**config.mk**
```make
export PLATFORM = sky130hd
export DESIGN_NAME = int_responder
export DESIGN_NICKNAME = d
export VERILOG_FILES = /design/src/rtl/int_pkg.sv /design/src/rtl/int_win_decode.sv /design/src/rtl/int_responder.sv
export SDC_FILE = /design/constraint.sdc
export NUM_CORES = 1
export LEC_CHECK = 0
export CORE_AREA = 2 2 92 94
export CTS_BUF_LIST = sky130_fd_sc_hd__clkbuf_16
export CTS_CLUSTER_DIAMETER = 200
export DETAILED_ROUTE_END_ITERATION = 12
export DIE_AREA = 0 0 94 96
export PLACE_DENSITY = 0.88
export SKIP_CTS_REPAIR_TIMING = 1
export SLEW_MARGIN = 10
export SYNTH_ARGS = -nofsm -noshare
export SYNTH_HDL_FRONTEND = slang
export SYNTH_SLANG_ARGS = --single-unit
```
**constraint.sdc**
```tcl
create_clock -name clk -period 2.4 [get_ports clk]
set_input_delay 0.36 -clock clk [delete_from_list [all_inputs] [get_ports clk]]
set_output_delay 0.36 -clock clk [all_outputs]
set_load 0.01 [all_outputs]
```
**src/rtl/int_pkg.sv**
```systemverilog
// Shared types and address constants for the external interrupt responder
// and its window decoder.
package int_pkg;

  typedef enum logic [1:0] {
    IDLE    = 2'd0,
    PENDING = 2'd1,
    ACKED   = 2'd2
  } state_t;

  localparam logic [31:0] ACK_ADDR_DEF = 32'h0000_7f20;
  localparam logic [31:0] OFF_ACK      = 32'd0;
  localparam logic [31:0] OFF_STAT     = 32'd4;
  localparam logic [31:0] OFF_SPUR     = 32'd8;

endpackage

```
**src/rtl/int_win_decode.sv**
```systemverilog
// Combinational decode of the 3-word acknowledge/status window: word selects,
// ack/clear strobes and the gated acknowledge outputs toward the interrupt source.
module int_win_decode
  import int_pkg::*;
#(
  parameter logic [31:0] ACK_ADDR = ACK_ADDR_DEF
) (
  input  logic [31:0] i_addr,
  input  logic [31:0] i_wdata,
  input  logic [3:0]  i_byteen,
  output logic        o_win,
  output logic        o_sel_ack,
  output logic        o_sel_stat,
  output logic        o_sel_spur,
  output logic        o_ack,
  output logic        o_clr,
  output logic [31:0] o_int_addr,
  output logic [3:0]  o_int_byteen
);

  logic [31:0] w_word;
  logic        w_store;
  logic        w_unused_wdata;

  assign w_word     = i_addr & ~32'h3;
  assign w_store    = |i_byteen;
  assign o_sel_ack  = (w_word == ACK_ADDR + OFF_ACK);
  assign o_sel_stat = (w_word == ACK_ADDR + OFF_STAT);
  assign o_sel_spur = (w_word == ACK_ADDR + OFF_SPUR);
  assign o_win      = o_sel_ack | o_sel_stat | o_sel_spur;

  assign o_ack = w_store & o_sel_ack;
  // Only bit 0 of the store data carries meaning (the clear command).
  assign o_clr = w_store & o_sel_stat & i_wdata[0];
  assign w_unused_wdata = ^i_wdata[31:1];

  assign o_int_addr   = (w_store && o_win) ? i_addr   : 32'h0;
  assign o_int_byteen = (w_store && o_win) ? i_byteen : 4'h0;

endmodule

```
**src/rtl/int_responder.sv**
```systemverilog
// CPU-side end of the external interrupt handshake with service statistics.
// Define INT_SPURIOUS_CNT_EN to add the saturating spurious-ack counter at +8.
module int_responder
  import int_pkg::*;
#(
  parameter logic [31:0] ACK_ADDR = ACK_ADDR_DEF,
  parameter int          LAT_W    = 16
) (
  input  logic             clk,
  input  logic             reset,
  input  logic             interrupt,
  input  logic [31:0]      m_addr,
  input  logic [31:0]      m_wdata,
  input  logic [3:0]       m_byteen,
  output logic [31:0]      m_int_addr,
  output logic [3:0]       m_int_byteen,
  output logic             hwint,
  output logic             rd_hit,
  output logic [31:0]      rd_data,
  output logic [LAT_W-1:0] svc_count
);

  localparam logic [LAT_W-1:0] LAT_ONE = LAT_W'(1);
  localparam logic [LAT_W-1:0] LAT_MAX = '1;

  state_t           r_state;
  logic [LAT_W-1:0] r_lat;
  logic [LAT_W-1:0] r_last_lat;
  logic [LAT_W-1:0] r_svc;
  logic             w_win, w_sel_ack, w_sel_stat, w_sel_spur;
  logic             w_ack, w_clr;
  logic [31:0]      w_spur_rd;

  int_win_decode #(.ACK_ADDR(ACK_ADDR)) u_dec (
    .i_addr      (m_addr),
    .i_wdata     (m_wdata),
    .i_byteen    (m_byteen),
    .o_win       (w_win),
    .o_sel_ack   (w_sel_ack),
    .o_sel_stat  (w_sel_stat),
    .o_sel_spur  (w_sel_spur),
    .o_ack       (w_ack),
    .o_clr       (w_clr),
    .o_int_addr  (m_int_addr),
    .o_int_byteen(m_int_byteen)
  );

  always_ff @(posedge clk or posedge reset) begin
    if (reset) begin
      r_state    <= IDLE;
      r_lat      <= '0;
      r_last_lat <= '0;
      r_svc      <= '0;
    end else begin
      case (r_state)
        IDLE: begin
          if (interrupt) begin
            r_state <= PENDING;
            r_lat   <= '0;
          end
        end
        PENDING: begin
          // The ack cycle itself is not counted toward latency.
          if (w_ack) begin
            r_state    <= ACKED;
            r_last_lat <= r_lat;
            r_svc      <= r_svc + LAT_ONE;
          end else if (r_lat != LAT_MAX) begin
            r_lat <= r_lat + LAT_ONE;
          end
        end
        ACKED: begin
          if (!interrupt) r_state <= IDLE;
        end
        default: r_state <= IDLE;
      endcase
      if (w_clr) begin
        r_svc      <= '0;
        r_last_lat <= '0;
      end
    end
  end

`ifdef INT_SPURIOUS_CNT_EN
  logic [LAT_W-1:0] r_spur;
  logic             w_spur_ack;

  assign w_spur_ack = w_ack && (r_state != PENDING);

  always_ff @(posedge clk or posedge reset) begin
    if (reset) begin
      r_spur <= '0;
    end else if (w_clr) begin
      r_spur <= '0;
    end else if (w_spur_ack && (r_spur != LAT_MAX)) begin
      r_spur <= r_spur + LAT_ONE;
    end
  end

  assign w_spur_rd = 32'(r_spur);
`else
  assign w_spur_rd = 32'h0;
`endif

  assign hwint     = (r_state == PENDING);
  assign svc_count = r_svc;
  assign rd_hit    = w_win;

  always_comb begin
    rd_data = 32'h0;
    if (w_sel_ack)       rd_data = {30'b0, (r_state == ACKED), hwint};
    else if (w_sel_stat) rd_data = {16'(r_svc), 16'(r_last_lat)};
    else if (w_sel_spur) rd_data = w_spur_rd;
  end

endmodule

```
Word level (Yosys, flattened, before mapping) --
Index checks and enable logic that the tools add are counted.
Word-level totals: output and inout port bits 86, register bits 50, word-level logic and storage cells 49, input port bits 71
Cells by class: reductions and logical operators 9, eq/ne operators 11, $add $sub $neg 2, multiplexer cells 18, bitwise logic cells 5
Operators with widths (number):
- $mux 16 | 9
- $mux 32 | 3
- $eq 30x13->1 const B | 3
- $add 16x1->16 const B | 2
- $pmux 16 s2 | 1
- $ne 16x16->1 const B | 1
- $mux 2 | 3
- $ne 2x2->1 const B | 3
- $pmux 2 s3 | 1
- $reduce_bool 2->1 | 3
- $mux 4 | 1
- $ne 2x1->1 const B | 2
- $reduce_and 4->1 | 1
- $reduce_or 4->1 | 1
- $and 1x1->1 | 3
- $reduce_and 3->1 | 1
- $eq 2x1->1 const B | 1
- $eq 2x2->1 const B | 1
- $logic_not 2->1 | 1
- $or 1x1->1 | 2
- $reduce_and 2->1 | 1
- $logic_and 1x1->1 | 1

Depth between registers and ports, before layout --
Gate-level depths: netlist of the first run.
word-level depth 5, gate-level depth with buffers 8, mapped depth without buffers 6

Cells and area by module --
Synthesis of the first run repeated with hierarchy kept, for this count alone.
Unflattened totals: cells, all modules 372, area total of the unflattened synthesis 3173.0 µm²
Modules (own cells, without submodules):
- int_responder | times used 1, seq. area each 1251.2 µm², cells each 303, area each 2630.0 µm²
- int_win_decode | times used 1, seq. area each 0.0 µm², cells each 69, area each 543.0 µm²

Least setup slack after synthesis of the first run --
Ideal clock, no wire load.
path type input to output, start point input m_addr[4], end point output m_int_addr[10], cell stages on the path 7, setup slack 106 ps, data arrival time 1934 ps, path buffers 2, required time 2040 ps, cell sequence nor4bb_1 nand4_1 or2_1 clkbuf_1 a21oi_1 clkbuf_1 and2_1
On the way: cells in the longest elaborated chain, start to end 5, elaborated cells between the ends (all ways) 7, those cells by class eq/ne: 3; mux: 1; bitwise: 2; reduce/logical: 1
Ends and longest elaborated chain:
- start: declaration | line int_responder.sv:12 | input logic [31:0] m_addr,
- $eq 30x13->1 (on tied branches) | line int_win_decode.sv:27, int_win_decode.sv:28
- $or 1x1->1 | line int_win_decode.sv:30 | assign o_win = o_sel_ack | o_sel_stat | o_sel_spur;
- $or 1x1->1 (*) | line int_win_decode.sv:30
- via rd_hit | line int_responder.sv:18 | output logic rd_hit,
- $logic_and 1x1->1 (*) | line int_win_decode.sv:37 | assign o_int_addr = (w_store && o_win) ? i_addr : 32'h0;
- $mux 32 (*) | line int_win_decode.sv:37
- end: declaration | line int_responder.sv:15 | output logic [31:0] m_int_addr,
The timed path passes the listed nets; every way through them passes the cells marked *.

Final worst setup path of the first run --
start point input m_addr[30], end point output rd_data[23]
On the way: cells in the longest elaborated chain, start to end 3, elaborated cells between the ends (all ways) 4, those cells by class eq/ne: 2; mux: 2
Ends and longest elaborated chain:
- $eq 30x13->1 | line int_win_decode.sv:28 | assign o_sel_stat = (w_word == ACK_ADDR + OFF_STAT);
- $mux 32 | line int_responder.sv:112 | else if (w_sel_stat) rd_data = {16'(r_svc), 16'(r_last_lat)};
- $mux 32 (*) | line int_responder.sv:111 | if (w_sel_ack) rd_data = {30'b0, (r_state == ACKED), hwint};
- end: declaration | line int_responder.sv:19 | output logic [31:0] rd_data,
Mark *: on every way between the ends. The rest lies on a longest branch, timed or not.

==> results of run 1 <==
kinds of logic after synthesis:
kind of cell | Yosys count
mux | 1
fa+ha+maj | 2
flops | 50
xor+xnor | 8
buf+inv | 51
compound gates | 73
simple gates | 156
other cells | 1
worst min-delay path by stage:
stage,start,endpoint,slack [ns],depth (start not counted)
after global placement,r_last_lat[8],r_last_lat[8],0.48,1
after CTS,reset,r_lat[12],0.44,2
after detailed placement,r_last_lat[12],r_last_lat[12],0.48,1
after global routing,reset,svc_count[0],0.50,2
after floorplan,r_last_lat[10],r_last_lat[10],0.46,1
final,reset,svc_count[1],0.43,2
synth_stat cells (2+ instances only):
| master | n |
|---|---|
| and3_1 | 11 |
| nand4b_1 | 4 |
| nand3_1 | 14 |
| o21ai_0 | 5 |
| and2_1 | 45 |
| a211o_1 | 2 |
| nor4bb_1 | 2 |
| o31ai_1 | 23 |
| nor4_1 | 12 |
| clkbuf_1 | 17 |
| buf_2 | 7 |
| or4_1 | 3 |
| a22o_1 | 17 |
| and4_1 | 2 |
| nor2_1 | 19 |
| xnor2_1 | 8 |
| nor2b_1 | 2 |
| o21ai_1 | 2 |
| buf_4 | 21 |
| nand2b_1 | 2 |
| inv_1 | 5 |
| nor4b_1 | 3 |
| a21oi_1 | 8 |
| a31oi_1 | 5 |
| nand4_1 | 8 |
| nand2_1 | 13 |
| dfrtp_1 | 50 |
| ha_1 | 2 |
| o41ai_1 | 5 |
| nor3_1 | 7 |
| a221o_1 | 3 |
cell usage in the layout, fill, tap and decap left out, drive strengths merged, types with 4 or more instances in the layout:
cell            n
buf            51
dfrtp          50
dlymetal6s2s   49
and2           45
clkdlybuf4s50  28
o31ai          23
conb           20
nor2           19
a22o           17
clkbuf         16
nand3          14
nand2          13
nor4           13
and3           11
nand4           8
xnor2           8
a21oi           8
nor3            8
o21ai           8
inv             7
a31oi           5
o41ai           5
nand4b          4
nor4b           4
state kept, by name, indices dropped and copies added (netlist names):
register	flops
svc_count	16
r_last_lat	16
r_state	2
r_lat	16
per-stage QoR:
stage	hold WS [ns]	total power, mW
final	0.428	2.01
after CTS	0.445	2.01
after global placement	0.484	1.23
after floorplan	0.464	1.14
after detailed placement	0.485	1.24
after global routing	0.502	2.09
final cells by class:
type / instances / area [um2]
fillers: 630 / 3220
inverters: 5 / 18.8
repair buffers: 139 / 1460
multi-input cells: 260 / 1810
well taps: 105 / 131
clock buffers: 5 / 125
clock inverters: 3 / 37.5
flip-flops and latches: 50 / 1250
power by group:
group | internal (mW) | switching, mW
Sequential | 0.893 | 0.0835
Clock | 0.484 | 0.294
Combinational | 0.123 | 0.130
routing by layer:
layer  GRT usage (%)  wire [um]
met4            5.31        187
met3            4.23        835
met2            34.2       5170
met5               0          0
met1            22.6       3700
==> key figures, run 1 <==
Run status
  • Status: finished with violations
  • Failing checks: negative setup slack

Worst setup path
  • CP arrival: slightly above 2 ns
  • Startpoint types: input pin
  • R2R Path Start: svc_count[2]
  • CP peak stage delay: 0.30 ns
  • CP dominant cell by count: buf_6
  • Slowest CP cell: or2_4
  • CP Depth: 10
  • CP Max Fanout: 6
  • Worst R2R Setup Slack: about 0.39 ns
  • Delay-heaviest family, CP: simple AND/OR/NAND/NOR gates
  • R2R depth: 5
  • Crit end category: output pin
  • Setup crit start: m_addr[30]
  • Cell Chain, Critical Path: buf_8 -> nor4bb_4 -> nand4_1 -> or2_4 -> nor3_4 -> buf_6 -> buf_6 -> buf_6 -> and2_4 -> buf_6
  • CP endpoint: rd_data[23]
  • CP bufs+invs: 5
  • Critical path class: input pin to output pin
  • R2r endpoint: svc_count[15]
  • Req. time, crit path: 2.04 ns

Synth
  • Ys async rst share: 100%
  • Synth Area per Inst: about 9.2 um2
  • Mux contribution to synthesized area: less than 1%
  • Cells after Synth: 342
  • Post-synth top area share: 39.9%
  • Area leader, netlist: dfrtp_1
  • Mapped Area: around 3100 um2
  • Post-synth EDFFs: 0
  • Cell variety after synth: 46
  • Largest family of logic cells by synthesized area: simple AND/OR/NAND/NOR gates
  • Simple-gate share of the synthesized area: 30.3%
  • Ys flop type: dfrtp_1
  • Synthesized flop and latch total: 50
  • XOR/XNOR Fraction of Synth Area: 2.23%
  • Compound-Gate Fraction of Synth Area: 17.4%
  • Area contributors post-synth: dfrtp_1, and2_1, o31ai_1, buf_4, a22o_1
  • Syn. warnings: 0
  • Adder-cell share of the synthesized area: 0.797%
  • Register area share after synthesis: between 30% and 40%

Timing
  • Final slew viol count: 0
  • Slew @ Worst Pin: 0.773 ns
  • Final setup vio count: 6
  • Final worst path period share: 101%
  • Worst Skew: 0.00666 ns
  • Post-route minimum period: 2.42 ns
  • Max Clock Freq: about 410 MHz
  • RSZ-0062 raised after global routing: true
  • Final Hold Violating Endpoints: 0
  • Fin Setup TNS: -0.0832 ns
  • Slew margin rel.: 48.5%
  • Worst Slack Setup Final: -0.0201 ns

Power
  • Maximum vdd drop: 336 uV
  • Pwr per Cell Area: ~420 nW/um2
  • Leak: 2.79 nW

Placed design
  • DP Worst Slack: -0.693 ns
  • Post-DP Area: 4340 um2
  • DP Wirelength: 6.54 mm
  • Cells after DPL: 549
  • I/O Buffers: 105
  • Final GP Congestion: roughly 0.84

Worst hold path
  • Worst Hold Class: input pin to asynchronous set/reset pin

Global route
  • Largest net degree at the start of global routing: 29
  • Initial antenna violation count: 0
  • Total gr overflow: 0
  • Number of global-route vias before repair: 2730
  • First-pass GRT wire length: 13.5 mm
  • All-Layer GR Usage: around a fifth

Route
  • Mean number of vias per cell: 5.56
  • First-pass DRT Iterations: 5
  • DRC viols: 0
  • DR iter-0 viols: ~200
  • Detailed-route via count: 3153
  • Antenna viol nets, final: 0
  • Final WL: ~10 mm
  • WL per Instance: 17.4 um

Layout
  • Final instance area: 4830 um2
  • Final design utilization: 60.0%
  • Ant diodes: 0
  • Proportion of layout cells with a drive suffix above 1: a little over a fifth
  • Finished Layout Cells: 567
  • P&R area growth vs syn: 53.8%
  • Nets: 534

Floorplan
  • Core area: 8050 um2
  • Num ports: 157
  • Die height: 96 um
  • DIE AREA: 9020 um2
  • Initial Utilization: 39.0%
  • Die Wd: around 94 um
  • Row count: 33

CTS
  • CTS tree: built
  • Worst-skew pair later-pin latency: 0.28 ns
  • Root Driver: clkbuf_16
  • Num CTS Buffers: 5
  • Sink Count: 50
  • H-tree depth: 2
  • Clock-pin transition on the worst setup and hold timing paths: approximately 0.07 ns
  • Clk buf depth: 2

Flow run
  • Max Cap Viol: 0
No activity file was read; power rests on OpenSTA's default activity.
==> run 2, diff against run 1 <==
--- a/config.mk
+++ b/config.mk
@@ -17,2 +17,3 @@
 export SYNTH_HDL_FRONTEND = slang
 export SYNTH_SLANG_ARGS = --single-unit
+export TNS_END_PERCENT = 20
==> constraint.sdc (replaced) <==
create_clock -name clk -period 2.4 [get_ports clk]
set_input_delay 0.48 -clock clk [delete_from_list [all_inputs] [get_ports clk]]
set_output_delay 0.48 -clock clk [all_outputs]
set_load 0.01 [all_outputs]
==> run 2 against run 1 <==
Net effect:
- the flow still finishes with violations (negative setup slack)
- worst hold slack improved by 0.086 ns
- core utilization decreased by 1.7 points
- power fell by 3.1%
- global-route usage grew 1.3 points
- clock power decreased by 11%
- critical path depth fell by 1
- die area is the same
- register-to-register slack got worse by 0.08 ns
- routed wire length is 1.4% higher
- combinational power increased by 6%
==> key figures, run 2 (synthesis gave the netlist of run 1 again) <==
Power
  • Switching portion of total power: between 20 and 30%
  • Leak: 2.28 nW
  • Psw: 0.540 mW
  • Sequential Power Share: 50.7%
  • Pwr per Cell Area: 415 nW/um2
  • Maximum vdd drop: 288 uV
  • Clk network pwr share: 35.4%
  • Internal Power: between 1 and 1.5 mW
  • Logic pwr share: 13.8%

Timing
  • Final slew viol count: 0
  • Worst Skew: 0.00914 ns
  • Worst Slack Setup Final: -0.163 ns
  • Final worst path period share: 107%
  • Final hold slack: 0.514 ns
  • Slew @ Worst Pin: 0.649 ns
  • RSZ-0062 raised after global routing: true
  • Slew margin rel.: between 50 and 60%
  • Final setup vio count: 31
  • Max Clock Freq: 390 MHz
  • Final Hold Violating Endpoints: 0
  • Post-route minimum period: 2.56 ns

Worst setup path
  • CP arrival: around 2.1 ns
  • Startpoint types: input pin
  • Critical path class: input pin to output pin
  • R2r endpoint: r_lat[11]
  • R2R depth: 6
  • Req. time, crit path: 1.92 ns
  • Crit end category: output pin
  • R2R Path Start: r_lat[0]
  • CP Max Fanout: 4
  • Worst R2R Setup Slack: 0.31 ns

CTS
  • Root Driver: clkbuf_16
  • Clock-pin transition on the worst setup and hold timing paths: 0.07 ns
  • Worst-skew pair later-pin latency: 0.29 ns
  • H-tree depth: 2
  • Sink Count: 50
  • Clk buf depth: 2
  • CTS tree: built
  • Num CTS Buffers: 5

Route
  • Mean number of vias per cell: 5.74
  • First-pass DRT Iterations: 5
  • Detailed-route via count: 3234
  • Final WL: 10.0 mm
  • WL per Instance: around 18 um
  • Antenna viol nets, final: 0
  • DRC viols: 0
  • DR iter-0 viols: 338

Placed design
  • Cells after DPL: ~550
  • Post-DP Area: 4340 um2
  • I/O Buffers: roughly 110
  • DP Wirelength: 6.93 mm
  • Final GP Congestion: about 0.85

Global route
  • Total gr overflow: 0
  • First-pass GRT wire length: ~14 mm
  • All-Layer GR Usage: 20.2%
  • Number of global-route vias before repair: 2968
  • Initial antenna violation count: 0
  • Largest net degree at the start of global routing: 32

Floorplan
  • Die Wd: 94 um
  • Row count: 33
  • Num ports: between 150 and 200
  • Initial Utilization: just under 40%
  • Die height: between 90 and 100 um
  • DIE AREA: 9020 um2
  • Core area: about 8100 um2

Worst hold path
  • Worst Hold Class: flop to flop
  • Hold EP: r_last_lat[6]
  • HP Start: r_last_lat[6]
  • Hold Path Depth: 1

Layout
  • Finished Layout Cells: ~560
  • Commonest non-fill, non-tap cell in the layout: dfrtp_1
  • Commonest cells after routing, fill and taps aside: dfrtp_1, buf_6, clkdlybuf4s50_1
  • Ant diodes: 0
  • Nets: 530
  • P&R area growth vs syn: 49.4%
  • Fill count: 653
  • Final instance area: 4690 um2
  • Proportion of layout cells with a drive suffix above 1: 31.0%

Flow run
  • Max Cap Viol: 0

Run status
  • Failing checks: negative setup slack
  • Status: finished with violations
## run 2: final cells by class
cell class	instances	area (um2)	area share, %
Multi-Input combinational cell	260	1900	40.5
Sequential cell	50	1250	26.7
Timing Repair Buffer	135	1250	26.6
Tap cell	105	131	2.80
Clock buffer	5	125	2.67
Inverter	5	18.8	0.400
Clock inverter	3	17.5	0.373
## run 2: worst max-delay path, stage by stage
cell	delay, ns
dlymetal6s2s_1	0.14
nor4b_2	0.25
nand4_1	0.16
or2_4	0.29
nor3_4	0.25
buf_6	0.15
buf_6	0.11
and2_4	0.15
buf_6	0.10
## run 2: power by group through the flow
stage	Sequential, mW	Combinational, mW	Clock, mW
final	0.987	0.269	0.690
after CTS	0.979	0.258	0.699
after global routing	0.992	0.298	0.743
after global placement	0.988	0.241	0
after floorplan	0.946	0.196	0
after detailed placement	0.994	0.253	0
## run 2: worst max-delay path by stage
stage,start,endpoint,slack [ns],cells after the start
2_1_floorplan,m_addr[4],m_int_addr[10],-0.05,7
3_3_place_gp,m_addr[11],rd_data[5],-0.83,8
3_5_place_dp,m_addr[12],rd_data[13],-0.97,8
4_1_cts,m_addr[12],rd_data[13],-0.98,8
5_1_grt,m_addr[30],rd_data[22],-0.22,9
6_report,m_addr[17],rd_data[4],-0.16,9
## run 2: metal layers
layer	track usage (%)	wire [um]	vias to the layer above
met5	0	0	-
met4	5.80	176	0
met1	23.0	3610	1563
met2	37.9	5240	204
met3	4.70	1000	19
li1	-	-	1448
## run 2: stage by stage
stage | setup slack (ns) | TNS [ns] | utilization (%) | total power, mW
2_1_floorplan | -0.0536 | -0.901 | - | 1.14
3_3_place_gp | -0.830 | -48.35 | 53.9 | 1.23
3_5_place_dp | -0.966 | -56.68 | 53.9 | 1.25
4_1_cts | -0.981 | -45.03 | 55.7 | 1.94
5_1_grt | -0.221 | -6.17 | 58.3 | 2.03
6_report | -0.163 | -3.56 | 58.3 | 1.95
